$ cat src/rtl/apb_pkg.sv
// Shared types and command encodings for the single-channel APB requester.
package apb_pkg;

    typedef enum logic [1:0] {
        IDLE   = 2'b00,
        SETUP  = 2'b01,
        ACCESS = 2'b10
    } apb_state_t;

    localparam logic [1:0] CMD_NOP   = 2'b00;
    localparam logic [1:0] CMD_READ  = 2'b01;
    localparam logic [1:0] CMD_WRITE = 2'b10;
    localparam logic [1:0] CMD_RSVD  = 2'b11;

endpackage

$ cat src/rtl/apb_master.sv
// APB requester: a read captures data from a fixed address, a write sends
// back (last read data + 1) to the same address.
//
// state  | meaning
// IDLE   | bus idle, psel low, waiting for a read/write command
// SETUP  | psel high, address/control/data presented for one cycle
// ACCESS | psel and penable high, held until the completer raises pready
module apb_master
    import apb_pkg::*;
#(
    parameter int              AW   = 32,
    parameter int              DW   = 32,
    parameter logic [AW-1:0]   ADDR = 32'hDEAD_CAFE
) (
    input  logic          clk,
    input  logic          reset,
    input  logic [1:0]    cmd_i,
    output logic          psel_o,
    output logic          penable_o,
    output logic [AW-1:0] paddr_o,
    output logic          pwrite_o,
    output logic [DW-1:0] pwdata_o,
    input  logic          pready_i,
    input  logic [DW-1:0] prdata_i
);

    apb_state_t    state;
    apb_state_t    state_nxt;
    logic          start;
    logic [DW-1:0] rdata_q;

    always_ff @(posedge clk) begin
        if (reset) begin
            state <= IDLE;
        end else begin
            state <= state_nxt;
        end
    end

    always_comb begin
        state_nxt = state;
        start     = 1'b0;
        case (state)
            IDLE: begin
                if (cmd_i == CMD_READ || cmd_i == CMD_WRITE) begin
                    start     = 1'b1;
                    state_nxt = SETUP;
                end
            end
            SETUP:   state_nxt = ACCESS;
            ACCESS: begin
                if (pready_i) begin
                    state_nxt = IDLE;
                end
            end
            default: state_nxt = IDLE;
        endcase
    end

    // Transfer attributes are latched only when a command is accepted, so
    // they stay stable through SETUP and ACCESS regardless of cmd_i.
    always_ff @(posedge clk) begin
        if (reset) begin
            pwrite_o <= 1'b0;
            paddr_o  <= '0;
            pwdata_o <= '0;
            rdata_q  <= '0;
        end else begin
            if (start) begin
                pwrite_o <= (cmd_i == CMD_WRITE);
                paddr_o  <= ADDR;
                pwdata_o <= rdata_q + DW'(1);
            end
            if (state == ACCESS && pready_i && !pwrite_o) begin
                rdata_q <= prdata_i;
            end
        end
    end

    assign psel_o    = (state != IDLE);
    assign penable_o = (state == ACCESS);

endmodule

$ cat config.mk
export PLATFORM = sky130hd
export DESIGN_NAME = apb_master
export DESIGN_NICKNAME = d
export VERILOG_FILES = /design/src/rtl/apb_pkg.sv /design/src/rtl/apb_master.sv
export SDC_FILE = /design/constraint.sdc
export NUM_CORES = 1
export LEC_CHECK = 0
export CORE_MARGIN = 5
export CORE_UTILIZATION = 35
export DETAILED_ROUTE_END_ITERATION = 8
export PLACE_DENSITY = 0.7
export SETUP_SLACK_MARGIN = 0.5
export SYNTH_ARGS = -nofsm -noshare
export SYNTH_HDL_FRONTEND = slang
export SYNTH_SLANG_ARGS = --single-unit
$ cat constraint.sdc
create_clock -name clk -period 4.5 [get_ports clk]
set_clock_uncertainty 0.2 [all_clocks]
set_input_delay 1.35 -clock clk [delete_from_list [all_inputs] [get_ports clk]]
set_output_delay 1.35 -clock clk [all_outputs]
set_load 0.01 [all_outputs]
==> flow_metrics.tcl, run 1 <==
set metrics [dict create \
    status "finished clean" \
    drive_gt1_frac 0.08571 \
    routabilityCongestion 0.7633 \
    cp.arrival_ns 1.71 \
    post_cts_buffers 0 \
    pwr_density_cell_nw_per_um2 362.3 \
    layout_common_cells "clkdlybuf4s50_1 (92), nand2_1 (79), dfxtp_1 (68)" \
    cp_data_required_time_ns 2.95 \
    crit_path_max_incr_delay_ns 0.71 \
    synth_seq_cells 68 \
    fin_crit_ns 3.263 \
    syn_avg_cell_area_um2 8.351 \
    ys_types 33 \
    ctsResizeCount 0 \
    worstPathCellList "clkdlybuf4s50_1" \
    clockBufferDepth 2 \
    cts_tree "yes" \
    grt_pass1_vias 2595 \
    path_clk_slew_ns 0.07 \
    slew_headroom 0.4926 \
    path_class "flop to output pin" \
    rsz0062_at_grt "no" \
    drtAntennaViolNets 0 \
    mostFrequentLayoutCell "clkdlybuf4s50_1" \
    setup_tns_ns 0 \
    totalWireLength_mm 7.629 \
    start_util 0.3548 \
    vias 2711 \
    crit_fanout 23 \
    area_growth_pct 31.82 \
    worstHoldPathType "flop to flop" \
    syn_inst 387 \
    overflow 0 \
    syn-cell-area_um2 3232 \
    async_flop_share 0 \
    num_rows 35 \
    max-vdd-ir-drop_uv 167.6 \
    antenna_found_initial 0 \
    cts_root_buf "clkbuf_8" \
    seq_area_frac_synth 0.4212 \
    diodes 0 \
    drv_cap 0 \
    grt_first_pass_wirelength_mm 12.43 \
    finalCritPeriodShare 0.7252 \
    numCtsBuffers 9 \
    avgRoutedWirePerCell_um 13.48 \
    fp.dieH_um 106.1 \
    core_um2 9109 \
    leakage_nw 1.468 \
    grt_usage 0.1359 \
    n_fill_cell 874 \
    insertion_delay_ns 0.34 \
    die-area_um2 11260 \
    fmax_mhz 306.4 \
    io_buffers 93 \
    drtIter0Drc 188 \
    nets 489 \
    setup_viol 0 \
    clock-sinks 68 \
    synth_edf_count 0 \
    slew_viol_final 0 \
    vias_per_cell 4.790 \
    ios 104 \
    tightest_slew_ns 0.7612 \
    hpwlAfterDp_mm 5.424 \
    final_core_util 0.4677 \
    grt_max_degree 69 \
    htree_num_levels 3 \
    setup.worst_path.end_class "output pin" \
    cp-start-kind "flop" \
    cts_hold_buf 0 \
    dr.pass1.iters 4 \
    critPathBufInv 1 \
    hold_viol_final 0 \
    cp_top_family "flip-flops" \
    ys_warn_count 0 \
    ys.flop_type "dfxtp_1" \
    cp_slowest_cell "dfxtp_1" \
    die_x_um 106.1 \
    drc 0 \
]
## synthesized netlist by cell type (all sizes together), types with 3 or more instances
library cell	n	area, um2
a211oi	29	277.8
a21oi	35	175.2
and3	3	18.77
and4	3	26.28
buf	37	269.0
clkbuf	17	63.81
dfxtp	68	1361
nand2	79	296.5
nand3	11	55.05
nand4	13	102.6
nor2	43	161.4
nor3	3	20.02
xnor2	6	52.55
xor2	23	201.4
## sequential cells by signal, summed over array words and instances (netlist names)
| signal | cells |
|---|---|
| paddr_o | 1 |
| pwdata_o | 32 |
| pwrite_o | 1 |
| rdata_q | 32 |
| state | 2 |
## logic make-up (layout without fill, tap and decap cells)
family,Yosys count,after routing,share of synthesized area
simple gates,164,164,0.2385
flops,68,68,0.4212
compound gates,66,66,0.1444
buf+inv,56,115,0.1053
xor+xnor,29,29,0.07859
fa+ha+maj,2,2,0.007742
other cells,1,10,0.001160
mux,1,1,0.003097
## area by class of cell
type | instances | area, um2 | share of cell area
Multi-Input combinational cell | 272 | 1572 | 0.3689
Sequential cell | 68 | 1361 | 0.3195
Timing Repair Buffer | 97 | 955.9 | 0.2244
Clock buffer | 11 | 141.4 | 0.03319
Tap cell | 111 | 138.9 | 0.03260
Clock inverter | 5 | 83.83 | 0.01968
Inverter | 2 | 7.507 | 0.001762
## power breakdown
group          switching, mW  internal [mW]
Sequential            0.0360          0.644
Clock                  0.232          0.329
Combinational          0.138          0.163
## per-stage QoR
step / instance area, um2 / setup WS [ns] / instances / power [mW] / hold slack [ns]
floorplan: 3266 / 1.755 / 396 / 0.8630 / 0.2481
global placement: 4035 / 1.096 / 550 / 0.9915 / 0.2521
detailed placement: 4035 / 1.002 / 550 / 0.9986 / 0.2540
CTS: 4260 / 1.182 / 566 / 1.564 / 0.2644
global route: 4260 / 1.063 / 566 / 1.614 / 0.2852
finish: 4260 / 1.237 / 566 / 1.543 / 0.2625
## per-layer routing
layer,track usage,up-vias,wire length (um)
met4,0.04625,0,91
met2,0.2263,83,3646
met1,0.1648,1221,3376
met5,0,-,0
met3,0.04432,10,515
li1,-,1397,-
## worst paths after layout
path          startpoint            to  slack [ns]  depth (start not counted)
max reg2reg   rdata_q[0]  pwdata_o[22]        2.14                          6
min reg2reg  pwdata_o[1]   pwdata_o[1]        0.26                          2
min          pwdata_o[1]   pwdata_o[1]        0.26                          2
max           paddr_o[1]   paddr_o[26]        1.24                          1
No activity file was read; power rests on OpenSTA's default activity.
==> run 2: changes to the inputs <==
--- a/config.mk
+++ b/config.mk
@@ -8,7 +8,7 @@
 export CORE_MARGIN = 5
 export CORE_UTILIZATION = 35
 export DETAILED_ROUTE_END_ITERATION = 8
-export PLACE_DENSITY = 0.7
+export PLACE_DENSITY = 0.73
 export SETUP_SLACK_MARGIN = 0.5
 export SYNTH_ARGS = -nofsm -noshare
 export SYNTH_HDL_FRONTEND = slang
==> constraint.sdc (replaced) <==
create_clock -name clk -period 2.65 [get_ports clk]
set_clock_uncertainty 0.2 [all_clocks]
set_input_delay 0.795 -clock clk [delete_from_list [all_inputs] [get_ports clk]]
set_output_delay 0.795 -clock clk [all_outputs]
set_load 0.01 [all_outputs]
==> run 2 against run 1 <==
Routed wire length grew 9.8%. Die area is the same. Total power grew 77%. Combinational power grew 110%. Critical path depth grew 1. Hold slack lost 0.0070 ns. First-iteration DRC count shrank 23%. Count of clock-buffer cells in the layout grew 1. Sequential power grew 69%. Non-clock buffer count grew 25. Design area grew 8.4%. Critical endpoint is now paddr_o[21].
==> flow_metrics.tcl, run 2 (synthesis results as in run 1) <==
set metrics [dict create \
    drive_gt1_frac 0.1667 \
    cp_slowest_cell "dfxtp_4" \
    worstHoldPathType "flop to flop" \
    p_int_mw 1.994 \
    setup_viol 0 \
    sequentialPowerShare 0.421 \
    cp_data_required_time_ns 1.66 \
    area_growth_pct 42.90 \
    critPathBufInv 2 \
    nets 514 \
    preCtsSetupSlack_ns 0.02796 \
    overflow 0 \
    r2r_slack_ns 0.64 \
    die_x_um 106.1 \
    numCtsBuffers 9 \
    worstPathCellList "buf_4, dlygate4sd2_1" \
    vias_per_cell 4.827 \
    fp.dieH_um 106.1 \
    dpl_cell_area_um2 4090 \
    cp_top_family "buffers and inverters" \
    seq_area_um2 1370 \
    die-area_um2 11260 \
    drtIter0Drc 145 \
    drtAntennaViolNets 0 \
    mostFrequentLayoutCell "nand2_1" \
    fmax_mhz 473.1 \
    setup_tns_ns 0 \
    finalInstanceArea_um2 4618 \
    clkPwrFrac 0.348 \
    setup_slack_ns 0.5364 \
    num_rows 35 \
    routabilityCongestion 0.7844 \
    reg_top3 "pwdata_o x32, rdata_q x32, state x2" \
    vias 2853 \
    max-vdd-ir-drop_uv 308.1 \
    final_core_util 0.5070 \
    layout_common_cells "nand2_1 (79), dfxtp_1 (63), dlygate4sd2_1 (50)" \
    rsz0062_at_grt "yes" \
    grt_max_degree 45 \
    hold_viol_final 0 \
    leakage_nw 1.869 \
    multi_input_area_um2 1632 \
    insertion_delay_ns 0.36 \
    slew_viol_final 0 \
    fin_crit_ns 2.114 \
    cts_root_buf "clkbuf_8" \
    crit_fanout 4 \
    finalCritPeriodShare 0.7976 \
    start_util 0.3548 \
    power_frac_comb 0.231 \
    hpwlAfterDp_mm 5.614 \
    cp-start-kind "flop" \
    grt_pass1_vias 2828 \
    clock-sinks 68 \
    drc 0 \
    clockBufferDepth 2 \
    htree_num_levels 3 \
    power_mw 2.728 \
    diodes 0 \
    switching_power_mw 0.7332 \
    dr.pass1.iters 4 \
    switching_share 0.2688 \
    cp.arrival_ns 1.12 \
    path_class "flop to output pin" \
    grt_usage 0.1499 \
    core_um2 9109 \
    ios 104 \
    avgRoutedWirePerCell_um 14.17 \
    path_clk_slew_ns 0.07 \
    antenna_found_initial 0 \
    cts_tree "yes" \
    setup.worst_path.end_class "output pin" \
    io_buffers 93 \
    status "finished clean" \
    pwr_density_cell_nw_per_um2 590.6 \
    grt_first_pass_wirelength_mm 13.67 \
    crit_path_max_incr_delay_ns 0.36 \
    n_fill_cell 854 \
    cts_hold_buf 0 \
    totalWireLength_mm 8.376 \
    drv_cap 0 \
]
## run 2: cell count changes in the layout (fill, tap and decap cells not counted), moves of 2 or more
cell / delta
a211oi_1: -3
a211oi_2: +3
buf_12: +2
buf_16: +5
buf_4: +10
buf_6: +7
clkdlybuf4s15_1: +5
clkdlybuf4s50_1: -59
dfxtp_1: -5
dfxtp_2: +4
dlygate4sd2_1: +50
dlymetal6s2s_1: +2
ha_1: -2
## run 2: power by group through the flow
stage / Sequential (mW) / Combinational, mW / Clock (mW)
global placement: 1.18 / 0.524 / 0
floorplan: 1.19 / 0.275 / 0
CTS: 1.15 / 0.630 / 0.952
global route: 1.16 / 0.680 / 1.00
detailed placement: 1.18 / 0.533 / 0
finish: 1.15 / 0.630 / 0.949
## run 2: per-stage QoR
| step | hold WS (ns) | instances |
|---|---|---|
| after global routing | 0.2795 | 591 |
| after detailed placement | 0.2533 | 554 |
| after CTS | 0.2598 | 587 |
| final | 0.2556 | 591 |
| after floorplan | 0.2481 | 396 |
| after global placement | 0.2558 | 554 |
## run 2: final timing paths
path | start | to | cells after the start
setup / recovery | paddr_o[1] | paddr_o[21] | 2
setup reg to reg | rdata_q[0] | pwdata_o[22] | 7
hold reg to reg | pwdata_o[1] | pwdata_o[1] | 2
hold / removal | pwdata_o[1] | pwdata_o[1] | 2
## run 2: what timing repair did
| item | in CTS | in global routing |
|---|---|---|
| buffers inserted | 11 | 4 |
| cloned | 6 | 0 |
| gates resized for setup | 84 | 16 |
| pin swaps | 6 | 4 |
| endpoints found under the setup margin | 88 | 49 |
## run 2: layout make-up
class,instances,share of cell area
clock buffers,12,0.03143
clock inverters,4,0.01571
inverters,2,0.001626
multi-input cells,272,0.3533
flip-flops and latches,68,0.2967
well taps,111,0.03007
repair buffers,122,0.2712
## run 2: per-layer routing
layer,share of wire,GRT usage,up-vias
li1,-,-,1442
met3,0.054,0.04189,20
met4,0.016,0.04163,0
met5,0,0,-
met1,0.42,0.1710,1314
met2,0.51,0.2728,77
## run 2: worst min-delay path, cell delays in order (launching register included)
cell,delay [ns]
dfxtp_1,0.31
nand2_1,0.05
a21oi_1,0.05
